<file path="src/rtl/mvm_pkg.sv">
// mvm_pkg: shared types and helpers for the streaming matrix-vector multiplier.
//   mvm_state_t : controller state encoding (IDLE, LOAD_A, LOAD_X, COMPUTE, OUTPUT)
//   MVM_K/P/B   : default configuration (8x8 matrix, 2 lanes, 8-bit elements)
//   CNT_*_W     : counter widths of the default configuration
//   cnt_w()     : counter width able to hold values 0..n-1 (never below 1)
//   sat_clip()  : clamps a signed value to the signed range of a given width
package mvm_pkg;

    typedef enum logic [2:0] {
        ST_IDLE    = 3'd0,
        ST_LOAD_A  = 3'd1,
        ST_LOAD_X  = 3'd2,
        ST_COMPUTE = 3'd3,
        ST_OUTPUT  = 3'd4
    } mvm_state_t;

    localparam int MVM_K = 8;
    localparam int MVM_P = 2;
    localparam int MVM_B = 8;

    // Widths for the default configuration: element index, column index and
    // group index (the group counter reaches K/P at the end of a matrix load).
    localparam int CNT_KK_W = $clog2(MVM_K * MVM_K);
    localparam int CNT_K_W  = $clog2(MVM_K);
    localparam int CNT_G_W  = $clog2(MVM_K / MVM_P + 1);

    function automatic int cnt_w(input int n);
        return (n < 2) ? 1 : $clog2(n);
    endfunction

    function automatic logic signed [63:0] sat_clip(input logic signed [63:0] v,
                                                    input int                 w);
        logic signed [63:0] hi;
        logic signed [63:0] lo;
        hi = (64'sd1 <<< (w - 1)) - 64'sd1;
        lo = -hi - 64'sd1;
        if (v > hi)
            return hi;
        else if (v < lo)
            return lo;
        else
            return v;
    endfunction

endpackage

</file>
<file path="src/rtl/mvm_lane.sv">
// mvm_lane: one MAC lane. Holds the A rows r with r % P == lane, stored as
// (K/P) blocks of K words (block = row group, word = column). A registered
// bank read, a registered multiply and an accumulator form a three-stage
// pipeline; rd_en marks issued columns and travels with the data so that
// only real products are accumulated.
//   clk, reset           : clock, synchronous active-high reset (pipeline only)
//   wr_en/wr_addr/wr_data: bank write port used while loading A
//   rd_en, rd_addr       : column issue strobe and bank read address
//   x_data               : x element already aligned with the bank read data
//   clear                : zero the accumulator at the start of a row group
//   acc                  : accumulated dot product of this lane's current row
module mvm_lane
    import mvm_pkg::*;
#(
    parameter int B     = MVM_B,
    parameter int ACC_W = 2 * MVM_B + $clog2(MVM_K),
    parameter int DEPTH = (MVM_K / MVM_P) * MVM_K,
    parameter int AW    = cnt_w(DEPTH)
) (
    input  logic                    clk,
    input  logic                    reset,
    input  logic                    wr_en,
    input  logic [AW-1:0]           wr_addr,
    input  logic [B-1:0]            wr_data,
    input  logic                    rd_en,
    input  logic [AW-1:0]           rd_addr,
    input  logic signed [B-1:0]     x_data,
    input  logic                    clear,
    output logic signed [ACC_W-1:0] acc
);

    logic signed [B-1:0]   bank [DEPTH];
    logic signed [B-1:0]   a_q;
    logic signed [2*B-1:0] prod_q;
    logic                  a_v;
    logic                  prod_v;

    // Bank and datapath registers keep their contents across reset.
    always_ff @(posedge clk) begin
        if (wr_en)
            bank[wr_addr] <= wr_data;
        a_q    <= bank[rd_addr];
        prod_q <= (2*B)'(a_q) * (2*B)'(x_data);
    end

    always_ff @(posedge clk) begin
        if (reset) begin
            a_v    <= 1'b0;
            prod_v <= 1'b0;
            acc    <= '0;
        end else begin
            a_v    <= rd_en;
            prod_v <= a_v;
            if (clear)
                acc <= '0;
            else if (prod_v)
                acc <= acc + ACC_W'(prod_q);
        end
    end

endmodule

</file>
<file path="src/rtl/mvm_stream.sv">
// mvm_stream: streaming y = A*x engine with P parallel MAC lanes.
// Build option: define MVM_SAT_EN to saturate each result to the signed
// 2*B range; otherwise the result is the low 2*B accumulator bits.
// Ports:
//   clk, reset                 : clock, synchronous active-high reset
//   load_matrix/load_vector/start : command pulses, honoured only in IDLE
//                                   (priority load_matrix > load_vector > start)
//   s_valid, s_ready, s_data   : element input stream (A row-major, or x)
//   m_valid, m_ready, m_data   : result output stream, y[0]..y[K-1]
//   busy                       : high whenever the controller is not idle
//   done                       : one-cycle pulse after the last result handshake
//   fsm_state                  : current controller state
// Handshake rule: a transfer happens on a rising edge where valid and ready
// are both high; a valid source holds its data stable until that edge.
module mvm_stream
    import mvm_pkg::*;
#(
    parameter int K     = MVM_K,
    parameter int P     = MVM_P,
    parameter int B     = MVM_B,
    parameter int ACC_W = 2 * B + $clog2(K)
) (
    input  logic           clk,
    input  logic           reset,
    input  logic           load_matrix,
    input  logic           load_vector,
    input  logic           start,
    input  logic           s_valid,
    output logic           s_ready,
    input  logic [B-1:0]   s_data,
    output logic           m_valid,
    input  logic           m_ready,
    output logic [2*B-1:0] m_data,
    output logic           busy,
    output logic           done,
    output mvm_state_t     fsm_state
);

    localparam int G     = K / P;
    localparam int DEPTH = G * K;
    localparam int CW    = cnt_w(K);
    localparam int LW    = cnt_w(P);
    localparam int GW    = cnt_w(G + 1);
    localparam int SW    = cnt_w(K + 3);
    localparam int AW    = cnt_w(DEPTH);

    mvm_state_t state, state_n;

    // col/lane/grp walk the matrix during LOAD_A (col also indexes x during
    // LOAD_X); lane/grp select the result during OUTPUT; step sequences COMPUTE.
    logic [CW-1:0] col;
    logic [LW-1:0] lane;
    logic [GW-1:0] grp;
    logic [SW-1:0] step;

    logic col_last, lane_last, grp_last;
    logic issue, clear;
    logic [AW-1:0] wr_addr, rd_addr;

    logic signed [B-1:0]     x_mem [K];
    logic signed [B-1:0]     x_q;
    logic signed [ACC_W-1:0] lane_acc [P];
    logic signed [ACC_W-1:0] acc_sel;
    logic [2*B-1:0]          result;

    assign col_last  = (col == CW'(K - 1));
    assign lane_last = (lane == LW'(P - 1));
    assign grp_last  = (grp == GW'(G - 1));

    assign wr_addr = AW'(grp) * AW'(K) + AW'(col);
    assign rd_addr = AW'(grp) * AW'(K) + AW'(step);

    assign m_valid   = (state == ST_OUTPUT);
    assign busy      = (state != ST_IDLE);
    assign fsm_state = state;

    // The accumulators are zeroed on the edge that enters COMPUTE, which
    // precedes the first product of the group by three cycles.
    assign clear = (state_n == ST_COMPUTE) && (state != ST_COMPUTE);

    always_comb begin
        state_n = state;
        s_ready = 1'b0;
        issue   = 1'b0;
        case (state)
            ST_IDLE: begin
                if (load_matrix)
                    state_n = ST_LOAD_A;
                else if (load_vector)
                    state_n = ST_LOAD_X;
                else if (start)
                    state_n = ST_COMPUTE;
            end
            ST_LOAD_A: begin
                s_ready = 1'b1;
                if (s_valid && col_last && lane_last && grp_last)
                    state_n = ST_IDLE;
            end
            ST_LOAD_X: begin
                s_ready = 1'b1;
                if (s_valid && col_last)
                    state_n = ST_IDLE;
            end
            ST_COMPUTE: begin
                // Columns issue on steps 0..K-1; steps K..K+2 drain the
                // read, multiply and accumulate stages.
                issue = (step < SW'(K));
                if (step == SW'(K + 2))
                    state_n = ST_OUTPUT;
            end
            ST_OUTPUT: begin
                if (m_ready && lane_last)
                    state_n = grp_last ? ST_IDLE : ST_COMPUTE;
            end
            default: state_n = ST_IDLE;
        endcase
    end

    always_ff @(posedge clk) begin
        if (reset) begin
            state <= ST_IDLE;
            col   <= '0;
            lane  <= '0;
            grp   <= '0;
            step  <= '0;
            done  <= 1'b0;
        end else begin
            state <= state_n;
            done  <= 1'b0;
            case (state)
                ST_IDLE: begin
                    col  <= '0;
                    lane <= '0;
                    grp  <= '0;
                    step <= '0;
                end
                ST_LOAD_A: begin
                    if (s_valid) begin
                        col <= col_last ? '0 : col + CW'(1);
                        if (col_last) begin
                            lane <= lane_last ? '0 : lane + LW'(1);
                            if (lane_last)
                                grp <= grp + GW'(1);
                        end
                    end
                end
                ST_LOAD_X: begin
                    if (s_valid)
                        col <= col_last ? '0 : col + CW'(1);
                end
                ST_COMPUTE: begin
                    step <= (state_n == ST_OUTPUT) ? '0 : step + SW'(1);
                end
                ST_OUTPUT: begin
                    if (m_ready) begin
                        lane <= lane_last ? '0 : lane + LW'(1);
                        if (lane_last) begin
                            grp  <= grp + GW'(1);
                            done <= grp_last;
                        end
                    end
                end
                default: ;
            endcase
        end
    end

    // x memory keeps its contents across reset; x_q lines up with the
    // registered bank reads in every lane.
    always_ff @(posedge clk) begin
        if (state == ST_LOAD_X && s_valid)
            x_mem[col] <= s_data;
        x_q <= x_mem[CW'(step)];
    end

    for (genvar i = 0; i < P; i++) begin : g_lane
        mvm_lane #(
            .B     (B),
            .ACC_W (ACC_W),
            .DEPTH (DEPTH),
            .AW    (AW)
        ) u_lane (
            .clk     (clk),
            .reset   (reset),
            .wr_en   (state == ST_LOAD_A && s_valid && lane == LW'(i)),
            .wr_addr (wr_addr),
            .wr_data (s_data),
            .rd_en   (issue),
            .rd_addr (rd_addr),
            .x_data  (x_q),
            .clear   (clear),
            .acc     (lane_acc[i])
        );
    end

    assign acc_sel = lane_acc[lane];

`ifdef MVM_SAT_EN
    assign result = (2*B)'(sat_clip(64'(acc_sel), 2 * B));
`else
    assign result = acc_sel[2*B-1:0];
`endif

    assign m_data = m_valid ? result : '0;

endmodule

</file>
<file path="config.mk">
export PLATFORM = sky130hd
export DESIGN_NAME = mvm_stream
export DESIGN_NICKNAME = d
export VERILOG_FILES = /design/src/rtl/mvm_pkg.sv /design/src/rtl/mvm_lane.sv /design/src/rtl/mvm_stream.sv
export SDC_FILE = /design/constraint.sdc
export NUM_CORES = 1
export LEC_CHECK = 0
export BUFFER_PORTS_ARGS = -buffer_cell sky130_fd_sc_hd__buf_2
export CORE_ASPECT_RATIO = 1.25
export CORE_MARGIN = 8
export CORE_UTILIZATION = 38
export CTS_CLUSTER_SIZE = 20
export DETAILED_ROUTE_END_ITERATION = 16
export GPL_TIMING_DRIVEN = 0
export PLACE_DENSITY_LB_ADDON = 0.2
export SETUP_SLACK_MARGIN = 0.2
export SLEW_MARGIN = 10
export SYNTH_ARGS = -nofsm -noshare
export SYNTH_HDL_FRONTEND = slang
export SYNTH_SLANG_ARGS = --single-unit
export TNS_END_PERCENT = 1
</file>
<file path="constraint.sdc">
create_clock -name clk -period 5.1 [get_ports clk]
set_clock_uncertainty 0.05 [all_clocks]
set_input_delay 0.255 -clock clk [delete_from_list [all_inputs] [get_ports clk]]
set_output_delay 0.255 -clock clk [all_outputs]
set_load 0.1 [all_outputs]
</file>
==> After elaboration in Yosys (flattened, before gate mapping) <==
Memory sizes are Yosys's and may differ from the RTL's. A register that Yosys moved wholly into a read port is not among the register bits.
Cells that the tools add are included.
{ "word_totals": {"ff_bits": 87, "ramBits": 576, "in_bits": 15, "output_inout_bits": 23, "elab_cells": 101, "mem_count": 3} }
{ "mem_list": {"columns": ["name", "words", "width", "read_ports", "rd_clocked_by_memory_dff", "write_ports", "line_no", "source"], "rows": [
  ["g_lane[0].u_lane.bank", 32, 8, 1, 1, 1, "mvm_lane.sv:32", "logic signed [B-1:0] bank [DEPTH];"],
  ["g_lane[1].u_lane.bank", 32, 8, 1, 1, 1, "mvm_lane.sv:32", null],
  ["x_mem", 8, 8, 1, 1, 1, "mvm_stream.sv:60", "logic signed [B-1:0] x_mem [K];"]
]} }
{ "op_classes": {"n_addsub": 8, "mul": 2, "n_lt_le_gt_ge": 2, "n_eq_ne": 14, "mux": 35, "n_bitwise": 5, "reduce_logical": 20} }
{ "op_table": {"columns": ["op", "n"], "rows": [
  ["16-bit 2-to-1 mux", 4],
  ["3-bit 2-to-1 mux", 13],
  ["19-bit by 16-bit adder with 19-bit output", 2],
  ["8-bit by 8-bit multiplier with 16-bit output", 2],
  ["3-bit one-hot mux with 5 select lines", 1],
  ["3-bit by 2-bit == test with 1-bit output, second input constant", 4],
  ["1-bit 2-to-1 mux", 11],
  ["3-bit == test, second input constant", 3],
  ["1-bit logical AND", 9],
  ["3-bit one-hot mux with 3 select lines", 1],
  ["4-bit one-hot mux with 2 select lines", 1],
  ["3-bit by 1-bit adder with 3-bit output, second input constant", 2],
  ["3-bit one-hot mux with 2 select lines", 1],
  ["3-bit nonzero test", 2],
  ["2-bit OR reduction", 3],
  ["5-bit by 3-bit adder with 5-bit output", 1],
  ["5-bit by 4-bit adder with 5-bit output", 1],
  ["4-bit by 1-bit adder with 4-bit output, second input constant", 1],
  ["4-bit == test, second input constant", 1],
  ["4-bit less-than comparator, second input constant", 1],
  ["4-bit 2-to-1 mux", 1],
  ["2-bit by 1-bit != test with 1-bit output, second input constant", 2],
  ["2-bit != test, second input constant", 2],
  ["1-bit NOT", 4],
  ["other kinds (12)", 13]
]} }

==> Depth between registers and ports, before layout <==
Gate-level depths: netlist of run 1.
{ "depth": {"ltp_word": 9, "depth_mapped": 20, "depth_no_buf": 19} }

==> Hierarchy <==
A second synthesis of run 1 with hierarchy kept.
{ "hier_totals": {"cells_unflattened": 2079, "area_unflattened_um2": 32861.5} }
{ "by_module_without_submodules": {"columns": ["mod", "instances", "cells_each", "area_each_um2", "seq_area_each_um2"], "rows": [
  ["mvm_lane (g_lane[1].u_lane)", 1, 914, 14535.2, 8588.2],
  ["mvm_lane (g_lane[0].u_lane)", 1, 905, 14498.9, 8588.2],
  ["mvm_stream", 1, 260, 3827.4, 2382.3]
]} }

==> Worst setup path before layout of run 1 <==
No wires, ideal clock.
{ "synth_timing": {"path_type": "register to register", "start": "reg x_q[7], read port of x_mem", "end": "reg g_lane[0].u_lane.prod_q[15]", "setup_time_ns": 0.120, "arrival_ns": 4.203, "required_ns": 4.930, "setup_slack_ns": 0.727, "stages_incl_launch_ff": 17, "n_path_buf": 1, "synth_period_minus_slack_ns": 4.373, "path_cell_list": "dfxtp_1 inv_1 buf_1 nor2_1 fa_1 fa_1 fa_1 inv_1 fa_1 inv_1 ha_1 o21a_1 o21a_1 and3_1 a211oi_1 a21oi_1 xnor2_1"} }
{ "synth_via": {"elab_chain_len": 1} }
{ "synth_lines": {"columns": ["element", "line_no", "source"], "rows": [
  ["start, declared", "mvm_stream.sv:61", "logic signed [B-1:0] x_q;"],
  ["8-bit by 8-bit multiplier with 16-bit output", "mvm_lane.sv:43", "prod_q <= (2*B)'(a_q) * (2*B)'(x_data);"],
  ["end signal, assigned", "mvm_lane.sv:43", null],
  ["end, declared", "mvm_lane.sv:34", "logic signed [2*B-1:0] prod_q;"]
]} }
No other way between the ends.
A chain may end at the register's enable or synchronous reset.

==> Worst setup path after layout of run 1 <==
{ "layout_timing": {"start": "reg x_q[4], read port of x_mem", "end": "reg g_lane[1].u_lane.prod_q[15]"} }
{ "layout_via": {"elab_chain_len": 1} }
{ "layout_lines": {"columns": ["element", "line_no"], "rows": [
  ["8-bit by 8-bit multiplier with 16-bit output", "mvm_lane.sv:43"],
  ["end signal, assigned", "mvm_lane.sv:43"],
  ["end, declared", "mvm_lane.sv:34"]
]} }
No other way between the ends.

==> out/qor.yml, run 1 <==
setup_path:
  cp_num_buf_inv: 2
  crit_path_max_fanout: 10
  critical_path_class: "reg2reg"
  cpMostUsedCell: "sky130_fd_sc_hd__fa_1"
  start_kind: "register"
  critPathMaxStageDelay_ps: 510
  regToRegStartpoint: "x_q[4]"
  crit_family: "adder cells"
  crit_path_cell_trace: "buf_2, nand2_1, fa_1, fa_1, fa_1, fa_1, inv_1, ha_1, a21oi_1, o21bai_1, or3_1, a311oi_1, a21oi_1, xnor2_1"
  cp.required_ps: 5530
  critPathLaunch: "x_q[4]"
  crit_path_end_kind: "register"
  critical_path.slowest_cell: "sky130_fd_sc_hd__fa_1"
  arrival_ps: 5220
timing:
  tightestPinTransition_ps: 1059
  layout_worst_path_cycle_share_pct: 93.85
  post-route-worst-setup-slack_ps: 313.7
  post-route-min-period_ps: 4786
  max_slew_margin_pct: 28.72
  fmax_mhz: 208.9
  grt_setup_unrepaired: "yes"
  final_hold_vio_count: 0
  hold-worst-slack_ps: 202.0
  final-setup-viol-count: 0
  drv_slew: 0
detailed_routing:
  drt_first_iter_violations: 1272
  remaining_drc_errors: 0
  route.vias.total: 17111
  drt_pre_antenna_iters: 5
  final_ant_viol_nets: 0
  vias_per_cell: 5.242
  routed_wl_um: 77240
  detail_route.wl_per_cell_um: 23.66
placement:
  globalplace.congestion: 0.8562
  dpl.hpwl_um: 54830
  buffer_ports.inserted: 36
  preCtsSetupSlack_ps: -198.4
clocking:
  clockBufferDepth: 3
  cts.clk_slew.worst_paths_ps: 60
  cts-htree-levels: 3
  number_of_cts_inserted_buffers: 72
  clock_insertion_delay_worst_skew_ps: 610
  clock_sinks: 681
  clock_tree.root_cell: "sky130_fd_sc_hd__clkbuf_16"
  cts_tree: "done"
yosys:
  synth_area_um2: 31930
  synth_common_cells: "sky130_fd_sc_hd__edfxtp_1 (576), sky130_fd_sc_hd__inv_1 (179), sky130_fd_sc_hd__mux4_2 (176)"
  synth_nets: 2235
  count_of_warnings_emitted_by_yosys: 0
  synthDominantCellAreaShare_pct: 54.18
  netlist_instances: 2007
  synth_area_per_inst_um2: 15.91
  synth_async_sr_flop_share_pct: 0
  sequential_cell_area_fraction_in_the_yosys_report_pct: 60.76
  synth_top_flop_cell: "sky130_fd_sc_hd__edfxtp_1"
  number_of_distinct_standard_cells_referenced_by_the_synthesized_netlist: 61
  synth_top_cell_by_area: "sky130_fd_sc_hd__edfxtp_1"
  most_numerous_cell_in_the_yosys_netlist: "sky130_fd_sc_hd__edfxtp_1"
  synth_edf_count: 576
  ys_ff_latch: 681
  synth_top_cells_by_area: "sky130_fd_sc_hd__edfxtp_1 (54%), sky130_fd_sc_hd__mux4_2 (12%), sky130_fd_sc_hd__fa_1 (7.0%)"
die:
  dieHeight_um: 340.1
  design.core.area_um2: 83680
  boundaryPins: 38
  initial_core_util_pct: 38.15
  dieWidth_um: 275.3
  placement_rows: 119
  die_area_um2: 93600
run_status:
  outcome: "complete, no violations"
finish:
  nets: 2348
  num_antenna_cells: 0
  layout-area-overhead-vs-synth_pct: 12.38
  post_route_cells_drive_above_1_share_pct: 17.70
min_path:
  hold_path.startpoint: "s_data[5]"
  worstHoldPathType: "in2reg"
global_routing:
  first_pass_grt_wire_length_um: 116500
  gr-usage-all-layers_pct: 16.64
  first_global_vias: 18262
  grt.overflow.total: 0
  initial_antenna_violation_count: 0
  grt_start_max_net_pins: 73
run:
  maxCapViolCount: 0
power_and_ir_drop:
  power_density_cells_nw_per_um2: 445.2
  cellLeakagePower_uw: 0.01229
  max-vdd-ir-drop_mv: 0.3354
[timing repair]
item / 4_1_cts / 5_1_grt
endpoints found under the setup margin: 8 / 4
hold buffers: 2 / 0
buffers inserted: 0 / 0
pin swaps: 0 / 0
endpoints found under the hold margin: 4 / 0
resized for setup: 15 / 4
[logic make-up (layout without fill, tap and decap cells)]
| family | count (synthesis) | count (layout) | synth area share (%) |
|---|---|---|---|
| mux | 232 | 232 | 14.27 |
| buf+inv | 256 | 424 | 3.214 |
| flops | 681 | 681 | 60.76 |
| fa+ha+maj | 213 | 213 | 10.98 |
| simple gates | 422 | 422 | 6.306 |
| compound gates | 153 | 153 | 3.096 |
| xor+xnor | 50 | 50 | 1.372 |
[cell type report]
cell class	count	area (um2)
buffer	76	367.9
clock buffer	88	1872
clock inverter	41	452.9
fill	7473	47800
inverter	180	675.6
multi-input combinational	1070	11520
sequential	681	19400
tap	1089	1363
timing repair buffer	39	227.7
[worst register-to-register path, delay by kind of cell (launching register included)]
family                   cells  cell delay [ps]
AO/OA/AOI/OAI                4              950
XOR/XNOR                     1              160
adder cells (fa/ha/maj)      5             2200
buffers and inverters        2              380
flip-flops                   1              460
AND/OR/NAND/NOR              2              480
[layer usage]
metal	vias up	global-route usage (%)	routed length (um)
li1	7667	-	-
met1	8845	20.69	30860
met2	469	29.11	39660
met3	130	2.514	3977
met4	0	6.173	2734
met5	-	0	0
[per-stage QoR]
stage / setup TNS, ps / area (um2) / power, uW / instances / utilization (%)
global route: 0 / 35880 / 16920 / 3264 / 42.88
floorplan: 0 / 31930 / 9839 / 2007 / -
global placement: -602.8 / 33470 / 10870 / 3132 / 40.00
CTS: 0 / 35860 / 16170 / 3264 / 42.85
detailed placement: -564.6 / 33490 / 10920 / 3133 / 40.02
finish: 0 / 35880 / 15970 / 3264 / 42.88
[where the power goes]
| group | internal, uW | total, uW | switching (uW) | leakage, uW |
|---|---|---|---|---|
| registers | 6260 | 6380 | 124 | 0.00605 |
| clock network | 3030 | 5210 | 2170 | 0.00114 |
| logic | 1940 | 4380 | 2440 | 0.00511 |
[worst paths after layout]
path,to,slack [ps],depth (start not counted)
setup / recovery,g_lane[1].u_lane.prod_q[15],310,14
hold / removal,g_lane[0].u_lane.bank[8][5],200,1
setup reg to reg,g_lane[1].u_lane.prod_q[15],310,14
hold reg to reg,g_lane[1].u_lane.prod_v,390,1
[sequential cells by signal (all words and copies together) (netlist names)]
signal / flops
g_lane.u_lane.acc: 32
x_q: 8
g_lane.u_lane.bank: 512
fsm_state: 3
g_lane.u_lane.prod_q: 32
g_lane.u_lane.a_q: 16
col: 3
lane: 1
g_lane.u_lane.prod_v: 1
x_mem: 64
done: 1
step: 4
g_lane.u_lane.a_v: 1
grp: 3
[layout by cell type, fill, tap and decap left out, types with 6 or more instances in the layout]
master and n:
sky130_fd_sc_hd__clkinv_2 10, sky130_fd_sc_hd__clkbuf_1 45, sky130_fd_sc_hd__a211oi_1 16, sky130_fd_sc_hd__inv_1 179, sky130_fd_sc_hd__mux2i_1 31, sky130_fd_sc_hd__nand2_1 81, sky130_fd_sc_hd__buf_2 40, sky130_fd_sc_hd__nor2b_1 10
sky130_fd_sc_hd__mux2_2 25, sky130_fd_sc_hd__ha_1 101, sky130_fd_sc_hd__buf_4 21, sky130_fd_sc_hd__a21o_1 9, sky130_fd_sc_hd__buf_1 15, sky130_fd_sc_hd__edfxtp_1 576, sky130_fd_sc_hd__nor3_1 11, sky130_fd_sc_hd__dfxtp_1 100
sky130_fd_sc_hd__and2_1 86, sky130_fd_sc_hd__clkinv_1 16, sky130_fd_sc_hd__o21ai_0 26, sky130_fd_sc_hd__clkbuf_16 72, sky130_fd_sc_hd__a311oi_1 6, sky130_fd_sc_hd__fa_1 112, sky130_fd_sc_hd__mux4_2 176, sky130_fd_sc_hd__xnor2_1 43
sky130_fd_sc_hd__nand2b_1 14, sky130_fd_sc_hd__nand3_1 10, sky130_fd_sc_hd__or3_1 9, sky130_fd_sc_hd__bufinv_16 8, sky130_fd_sc_hd__o21bai_1 6, sky130_fd_sc_hd__o21a_1 11, sky130_fd_sc_hd__a31oi_1 7, sky130_fd_sc_hd__xor2_1 7
sky130_fd_sc_hd__nor2_1 171, sky130_fd_sc_hd__a21oi_1 46
Note: power is estimated with default switching activity, not from simulation.
==> run 2: changes to the inputs <==
==> constraint.sdc (replaced) <==
create_clock -name clk -period 5.1 [get_ports clk]
set_clock_uncertainty 0.05 [all_clocks]
set_input_delay 0 -clock clk [delete_from_list [all_inputs] [get_ports clk]]
set_output_delay 0 -clock clk [all_outputs]
set_load 0.1 [all_outputs]
==> run 2 against run 1 <==
Combinational power about the same. Design area is 0.33% higher. Worst hold slack worse by 100 ps. Die area unchanged. Sequential power about the same. Fmax hardly changed. Sequential cell count did not move. Total power about the same. Non-clock buffer count rose by 12. Utilization increased by 0.14 points. Global-route usage is essentially flat. Critical path type unchanged. Critical endpoint unchanged. Largest cell class unchanged.
==> out/qor.yml, run 2 (same netlist as run 1, synthesis figures left out) <==
run_status:
  outcome: "complete, no violations"
run:
  maxCapViolCount: 0  # unchanged
timing:
  post-route-worst-setup-slack_ps: 314.1  # +0.3690 ps
  final_hold_vio_count: 0  # unchanged
  tightestPinTransition_ps: 1154  # +94.85 ps
  post-route-min-period_ps: 4786  # -0.3690 ps
  fmax_mhz: 208.9  # about the same
  drv_slew: 0  # unchanged
  final-setup-viol-count: 0  # unchanged
  layout_worst_path_cycle_share_pct: 93.84  # about the same
  hold-worst-slack_ps: 101.5  # -100.5 ps
  max_slew_margin_pct: 22.34  # -6.4 points
  setup_tns_final_ps: 0  # unchanged
  grt_setup_unrepaired: "yes"
clocking:
  clock_tree.root_cell: "sky130_fd_sc_hd__clkbuf_16"
  cts-htree-levels: 3  # unchanged
  clock_sinks: 681  # unchanged
  clockBufferDepth: 3  # unchanged
  number_of_cts_inserted_buffers: 72  # unchanged
  cts_tree: "done"
  clock_insertion_delay_worst_skew_ps: 620  # about the same
  postCtsSetupRepairBufs: 0  # unchanged
  cts.clk_slew.worst_paths_ps: 60  # about the same
detailed_routing:
  remaining_drc_errors: 0  # unchanged
  final_ant_viol_nets: 0  # unchanged
  routed_wl_um: 77470  # +0.30%
  drt_first_iter_violations: 1294  # +1.7%
  vias_per_cell: 5.251  # +0.16%
  route.vias.total: 17201  # +0.53%
  detail_route.wl_per_cell_um: 23.65  # about the same
  drt_pre_antenna_iters: 5  # unchanged
finish:
  post_route_cells_drive_above_1_share_pct: 17.60  # -0.097 points
  num_antenna_cells: 0  # unchanged
  reg.largest.list: "g_lane.u_lane.bank: 512 flops, x_mem: 64 flops"
  layout-area-overhead-vs-synth_pct: 12.76
  max_flop_register: "g_lane.u_lane.bank"
  mostFrequentLayoutCells: "sky130_fd_sc_hd__edfxtp_1 (576), sky130_fd_sc_hd__inv_1 (179), sky130_fd_sc_hd__mux4_2 (176)"
  nets: 2360  # +0.51%
  largest_reg_flops: 512  # unchanged
  layout_commonest_cell: "sky130_fd_sc_hd__edfxtp_1"
global_routing:
  initial_antenna_violation_count: 0  # unchanged
  gr-usage-all-layers_pct: 16.64  # about the same
  first_pass_grt_wire_length_um: 116500  # about the same
  first_global_vias: 18308  # +0.25%
  grt.overflow.total: 0  # unchanged
  grt_start_max_net_pins: 73  # unchanged
die:
  dieHeight_um: 340.1  # unchanged
  die_area_um2: 93600  # unchanged
  dieWidth_um: 275.3  # unchanged
  design.core.area_um2: 83680  # unchanged
  placement_rows: 119  # unchanged
  boundaryPins: 38  # unchanged
  initial_core_util_pct: 38.15  # unchanged
setup_path:
  critical_path.slowest_cell: "sky130_fd_sc_hd__fa_1"
  cp_num_buf_inv: 2  # unchanged
  arrival_ps: 5220  # about the same
  cp.required_ps: 5530  # about the same
  crit_path_cell_trace: "buf_2, nand2_1, fa_1, fa_1, fa_1, fa_1, inv_1, ha_1, a21oi_1, o21bai_1, or3_1, a311oi_1, a21oi_1, xnor2_1"
  start_kind: "register"
  critical_path_class: "reg2reg"
  crit_path_end_kind: "register"
  critPathMaxStageDelay_ps: 510  # about the same
  cpMostUsedCell: "sky130_fd_sc_hd__fa_1"
  crit_family: "adder cells"
  crit_path_max_fanout: 10  # unchanged
power_and_ir_drop:
  cellLeakagePower_uw: 0.01235  # +0.44%
  max-vdd-ir-drop_mv: 0.3354  # about the same
  fin_total_pwr_uw: 15980  # about the same
  power_density_cells_nw_per_um2: 444.0  # -0.26%
min_path:
  worstHoldPathType: "in2reg"
placement:
  buffer_ports.inserted: 36  # unchanged
  dpl.hpwl_um: 54830  # unchanged
  globalplace.congestion: 0.8562  # unchanged
  preCtsSetupSlack_ps: -198.4  # unchanged
[run 2: cell types whose count changed in the layout (fill, tap and decap cells not counted), sizes merged]
cell	change
dlygate4sd3	+12
[run 2: worst min-delay path, cell delays in order]
cell and delay (ps):
sky130_fd_sc_hd__buf_2 100, sky130_fd_sc_hd__nor2_1 80, sky130_fd_sc_hd__nor3_1 70, sky130_fd_sc_hd__a21oi_1 130, sky130_fd_sc_hd__o311ai_0 160, sky130_fd_sc_hd__nor2b_1 160
[run 2: metrics by stage]
step / utilization (%) / cell area [um2] / instances
global route: 43.02 / 36000 / 3276
global placement: 40.00 / 33470 / 3132
floorplan: - / 31930 / 2007
finish: 43.02 / 36000 / 3276
CTS: 42.92 / 35920 / 3270
detailed placement: 40.02 / 33490 / 3133
[run 2: final cells by class]
class | count | area [um2]
multi-input combinational | 1070 | 11520
tap | 1089 | 1363
clock buffer | 88 | 1872
sequential | 681 | 19400
fill | 7463 | 47680
timing repair buffer | 51 | 347.8
buffer | 76 | 367.9
clock inverter | 41 | 452.9
inverter | 180 | 675.6
[run 2: routing by layer]
metal | vias to the layer above | part of all wire, % | track usage, %
li1 | 7692 | - | -
met1 | 8950 | 41 | 20.70
met2 | 427 | 51 | 29.11
met3 | 132 | 4.5 | 2.499
met4 | 0 | 3.5 | 6.184
met5 | - | 0 | 0
[run 2: repair_timing]
action	4_1_cts	5_1_grt
pin swaps	0	0
endpoints found under the hold margin	75	172
hold buffers	8	6
endpoints found under the setup margin	8	4
resized for setup	15	4
[run 2: final timing paths]
check                                           from                          end  slack (ps)  cells after the start
worst max-delay path                          x_q[4]  g_lane[1].u_lane.prod_q[15]         310                     14
worst min-delay path                           start                 fsm_state[1]         100                      6
worst max register to register                x_q[4]  g_lane[1].u_lane.prod_q[15]         310                     14
worst min register to register  g_lane[1].u_lane.a_v      g_lane[1].u_lane.prod_v         390                      1
[run 2: report_power, final]
part | internal [uW] | switching, uW
Combinational | 1950 | 2440
Clock | 3030 | 2170
Sequential | 6260 | 125
==> run 3: changes to the inputs <==
--- a/config.mk
+++ b/config.mk
@@ -5,7 +5,7 @@
 export SDC_FILE = /design/constraint.sdc
 export NUM_CORES = 1
 export LEC_CHECK = 0
-export BUFFER_PORTS_ARGS = -buffer_cell sky130_fd_sc_hd__buf_2
+export BUFFER_PORTS_ARGS = -buffer_cell sky130_fd_sc_hd__buf_4
 export CORE_ASPECT_RATIO = 1.25
 export CORE_MARGIN = 8
 export CORE_UTILIZATION = 38
==> run 3 against run 2 <==
Worst hold slack got worse by 40 ps. Combinational power rose by 0.9%. Sequential power barely moved. Clock power rose by 0.8%. Critical path type unchanged. Global-route usage barely moved. Critical endpoint is now g_lane[0].u_lane.prod_q[15]. Setup slack improved by 77 ps. Die area did not move. Cell count did not move. Design area rose by 0.33%. Total power rose by 0.46%. Critical path depth rose by 2.
==> out/qor.yml, run 3 (same netlist as run 1, synthesis figures left out) <==
global_routing:
  first_pass_grt_wire_length_um: 115900  # -0.47%
  first_global_vias: 18059  # -1.4%
  grt.overflow.total: 0  # unchanged
  initial_antenna_violation_count: 0  # unchanged
  gr-usage-all-layers_pct: 16.62  # -0.021 points
  grt_start_max_net_pins: 73  # unchanged
timing:
  layout_worst_path_cycle_share_pct: 92.33  # -1.5 points
  post-route-min-period_ps: 4709  # -77.36 ps
  final_hold_vio_count: 0  # unchanged
  tightestPinTransition_ps: 1144  # -10.11 ps
  final-setup-viol-count: 0  # unchanged
  grt_setup_unrepaired: "yes"
  post-route-worst-setup-slack_ps: 391.4  # +77.36 ps
  drv_slew: 0  # unchanged
  fmax_mhz: 212.4  # +1.6%
  max_slew_margin_pct: 22.65  # +0.31 points
setup_path:
  crit_path_end_kind: "register"
  cp.required_ps: 5560  # +30 ps
  critPathMaxStageDelay_ps: 520  # about the same
  cp_num_buf_inv: 4  # +2
  crit_path_max_fanout: 10  # unchanged
  start_kind: "register"
  arrival_ps: 5160  # -60 ps
  critical_path.slowest_cell: "sky130_fd_sc_hd__fa_1"
  r2r.worst_path.cells: 16  # +2
  path_depth: 16  # +2
  crit_path_cell_trace: "inv_1, buf_2, nor2_1, fa_1, fa_1, fa_1, inv_1, fa_1, inv_1, ha_1, o21a_1, o21a_1, and3_1, a211oi_2, a21oi_1, xnor2_1"
  cpMostUsedCell: "sky130_fd_sc_hd__fa_1"
  crit_family: "adder cells"
  critical_path_class: "reg2reg"
placement:
  globalplace.congestion: 0.8535  # -0.32%
  buffer_ports.inserted: 36  # unchanged
  placed_cells_incl_taps: 3132  # -0.032%
  preCtsSetupSlack_ps: -246.0  # -47.60 ps
  dpl.hpwl_um: 54900  # +0.12%
die:
  design.core.area_um2: 83680  # unchanged
  die_area_um2: 93600  # unchanged
  placement_rows: 119  # unchanged
  dieHeight_um: 340.1  # unchanged
  boundaryPins: 38  # unchanged
  dieWidth_um: 275.3  # unchanged
  initial_core_util_pct: 38.15  # unchanged
power_and_ir_drop:
  power_share_of_the_clock_group_pct: 32.7  # about the same
  fin_total_pwr_uw: 16060  # +0.46%
  power_density_cells_nw_per_um2: 444.6  # +0.14%
  swShare_pct: 29.52  # -0.15 points
  cellLeakagePower_uw: 0.01237  # +0.18%
  sequentialPowerShare_pct: 39.7  # -0.2 points
  combinationalPowerShare_pct: 27.6  # about the same
  p_switching_uw: 4740  # about the same
  internal-power_uw: 11320  # +0.68%
  max-vdd-ir-drop_mv: 0.3331  # -0.68%
clocking:
  clock_sinks: 681  # unchanged
  clock_tree.root_cell: "sky130_fd_sc_hd__clkbuf_16"
  number_of_cts_inserted_buffers: 72  # unchanged
  cts-htree-levels: 3  # unchanged
  cts_tree: "done"
  clock_insertion_delay_worst_skew_ps: 620  # about the same
  cts.clk_slew.worst_paths_ps: 60  # about the same
  clockBufferDepth: 3  # unchanged
finish:
  reg.largest.list: "g_lane.u_lane.bank: 512 flops, x_mem: 64 flops"
  num_antenna_cells: 0  # unchanged
  nets: 2359  # -0.042%
  post_route_cells_drive_above_1_share_pct: 17.65  # +0.046 points
  layout_commonest_cell: "sky130_fd_sc_hd__edfxtp_1"
  number_of_standard_cells_in_the_final_layout_excluding_fillers: 3276  # unchanged
  layout-area-overhead-vs-synth_pct: 13.13
  max_flop_register: "g_lane.u_lane.bank"
  layout.core_utilization_pct: 43.16  # +0.14 points
  largest_reg_flops: 512  # unchanged
  mostFrequentLayoutCells: "sky130_fd_sc_hd__edfxtp_1 (576), sky130_fd_sc_hd__inv_1 (179), sky130_fd_sc_hd__mux4_2 (176)"
detailed_routing:
  drt_pre_antenna_iters: 6  # +1
  remaining_drc_errors: 0  # unchanged
  final_ant_viol_nets: 0  # unchanged
  detail_route.wl_per_cell_um: 23.63  # about the same
  drt_first_iter_violations: 1097  # -15%
  route.vias.total: 17162  # -0.23%
  routed_wl_um: 77410  # about the same
  vias_per_cell: 5.239  # -0.23%
min_path:
  worstHoldPathType: "in2reg"
  min_path_cells: 6  # unchanged
run:
  maxCapViolCount: 0  # unchanged
run_status:
  outcome: "complete, no violations"
[run 3: cell types whose count changed in the layout (fill, tap and decap cells not counted), sizes merged]
cell,previous run,this run
bufinv,8,7
clkbuf,124,131
clkinv,30,26
inv,183,181
[run 3: layer usage]
metal | wire, um | vias to the layer above | GRT usage (%) | share of wire, %
li1 | - | 7683 | - | -
met1 | 31310 | 8977 | 20.44 | 40
met2 | 40790 | 385 | 29.73 | 53
met3 | 2903 | 117 | 2.155 | 3.8
met4 | 2403 | 0 | 5.886 | 3.1
met5 | 0 | - | 0 | 0
[run 3: path summary, 6_finish.rpt]
| check | slack, ps | end | from |
|---|---|---|---|
| hold reg to reg | 400 | g_lane[1].u_lane.prod_v | g_lane[1].u_lane.a_v |
| setup reg to reg | 390 | g_lane[0].u_lane.prod_q[15] | x_q[7] |
| setup / recovery | 390 | g_lane[0].u_lane.prod_q[15] | x_q[7] |
| hold / removal | 60 | lane | s_valid |
[run 3: per-stage QoR]
| stage | setup TNS, ps | hold WS, ps | instance area (um2) |
|---|---|---|---|
| finish | 0 | 61.64 | 36120 |
| floorplan | 0 | 48.87 | 31930 |
| detailed placement | -706.3 | 328.2 | 33570 |
| global placement | -541.7 | 332.2 | 33560 |
| global route | 0 | 80.06 | 36120 |
| CTS | 0 | 14.78 | 36090 |
[run 3: cell type report]
type | instances | area [um2]
repair buffers | 50 | 410.4
plain buffers | 76 | 370.4
multi-input cells | 1070 | 11530
flip-flops and latches | 681 | 19400
inverters | 180 | 675.6
clock inverters | 34 | 387.9
fillers | 7511 | 47560
clock buffers | 96 | 1976
well taps | 1089 | 1363
[run 3: tightest hold or removal path: stages]
cell and delay [ps]:
sky130_fd_sc_hd__buf_4 120, sky130_fd_sc_hd__nand2_1 70, sky130_fd_sc_hd__a21oi_1 140, sky130_fd_sc_hd__o21bai_1 120
sky130_fd_sc_hd__a21oi_1 150, sky130_fd_sc_hd__nor2_1 50
[run 3: what timing repair did]
action                     4_1_cts  5_1_grt
hold buffers                    14        0
resized for setup               15       10
pin swaps                        0        1
hold endpoints to repair       513        0
setup endpoints to repair        9        3
buffers inserted                 0        0
[run 3: power by group through the flow]
stage          logic (uW)  registers [uW]  clock network, uW
2_1_floorplan        3390            6450                  0
4_1_cts              4460            6380               5370
3_3_place_gp         4380            6500                  0
3_5_place_dp         4410            6500                  0
6_report             4430            6380               5250
5_1_grt              5040            6400               5560
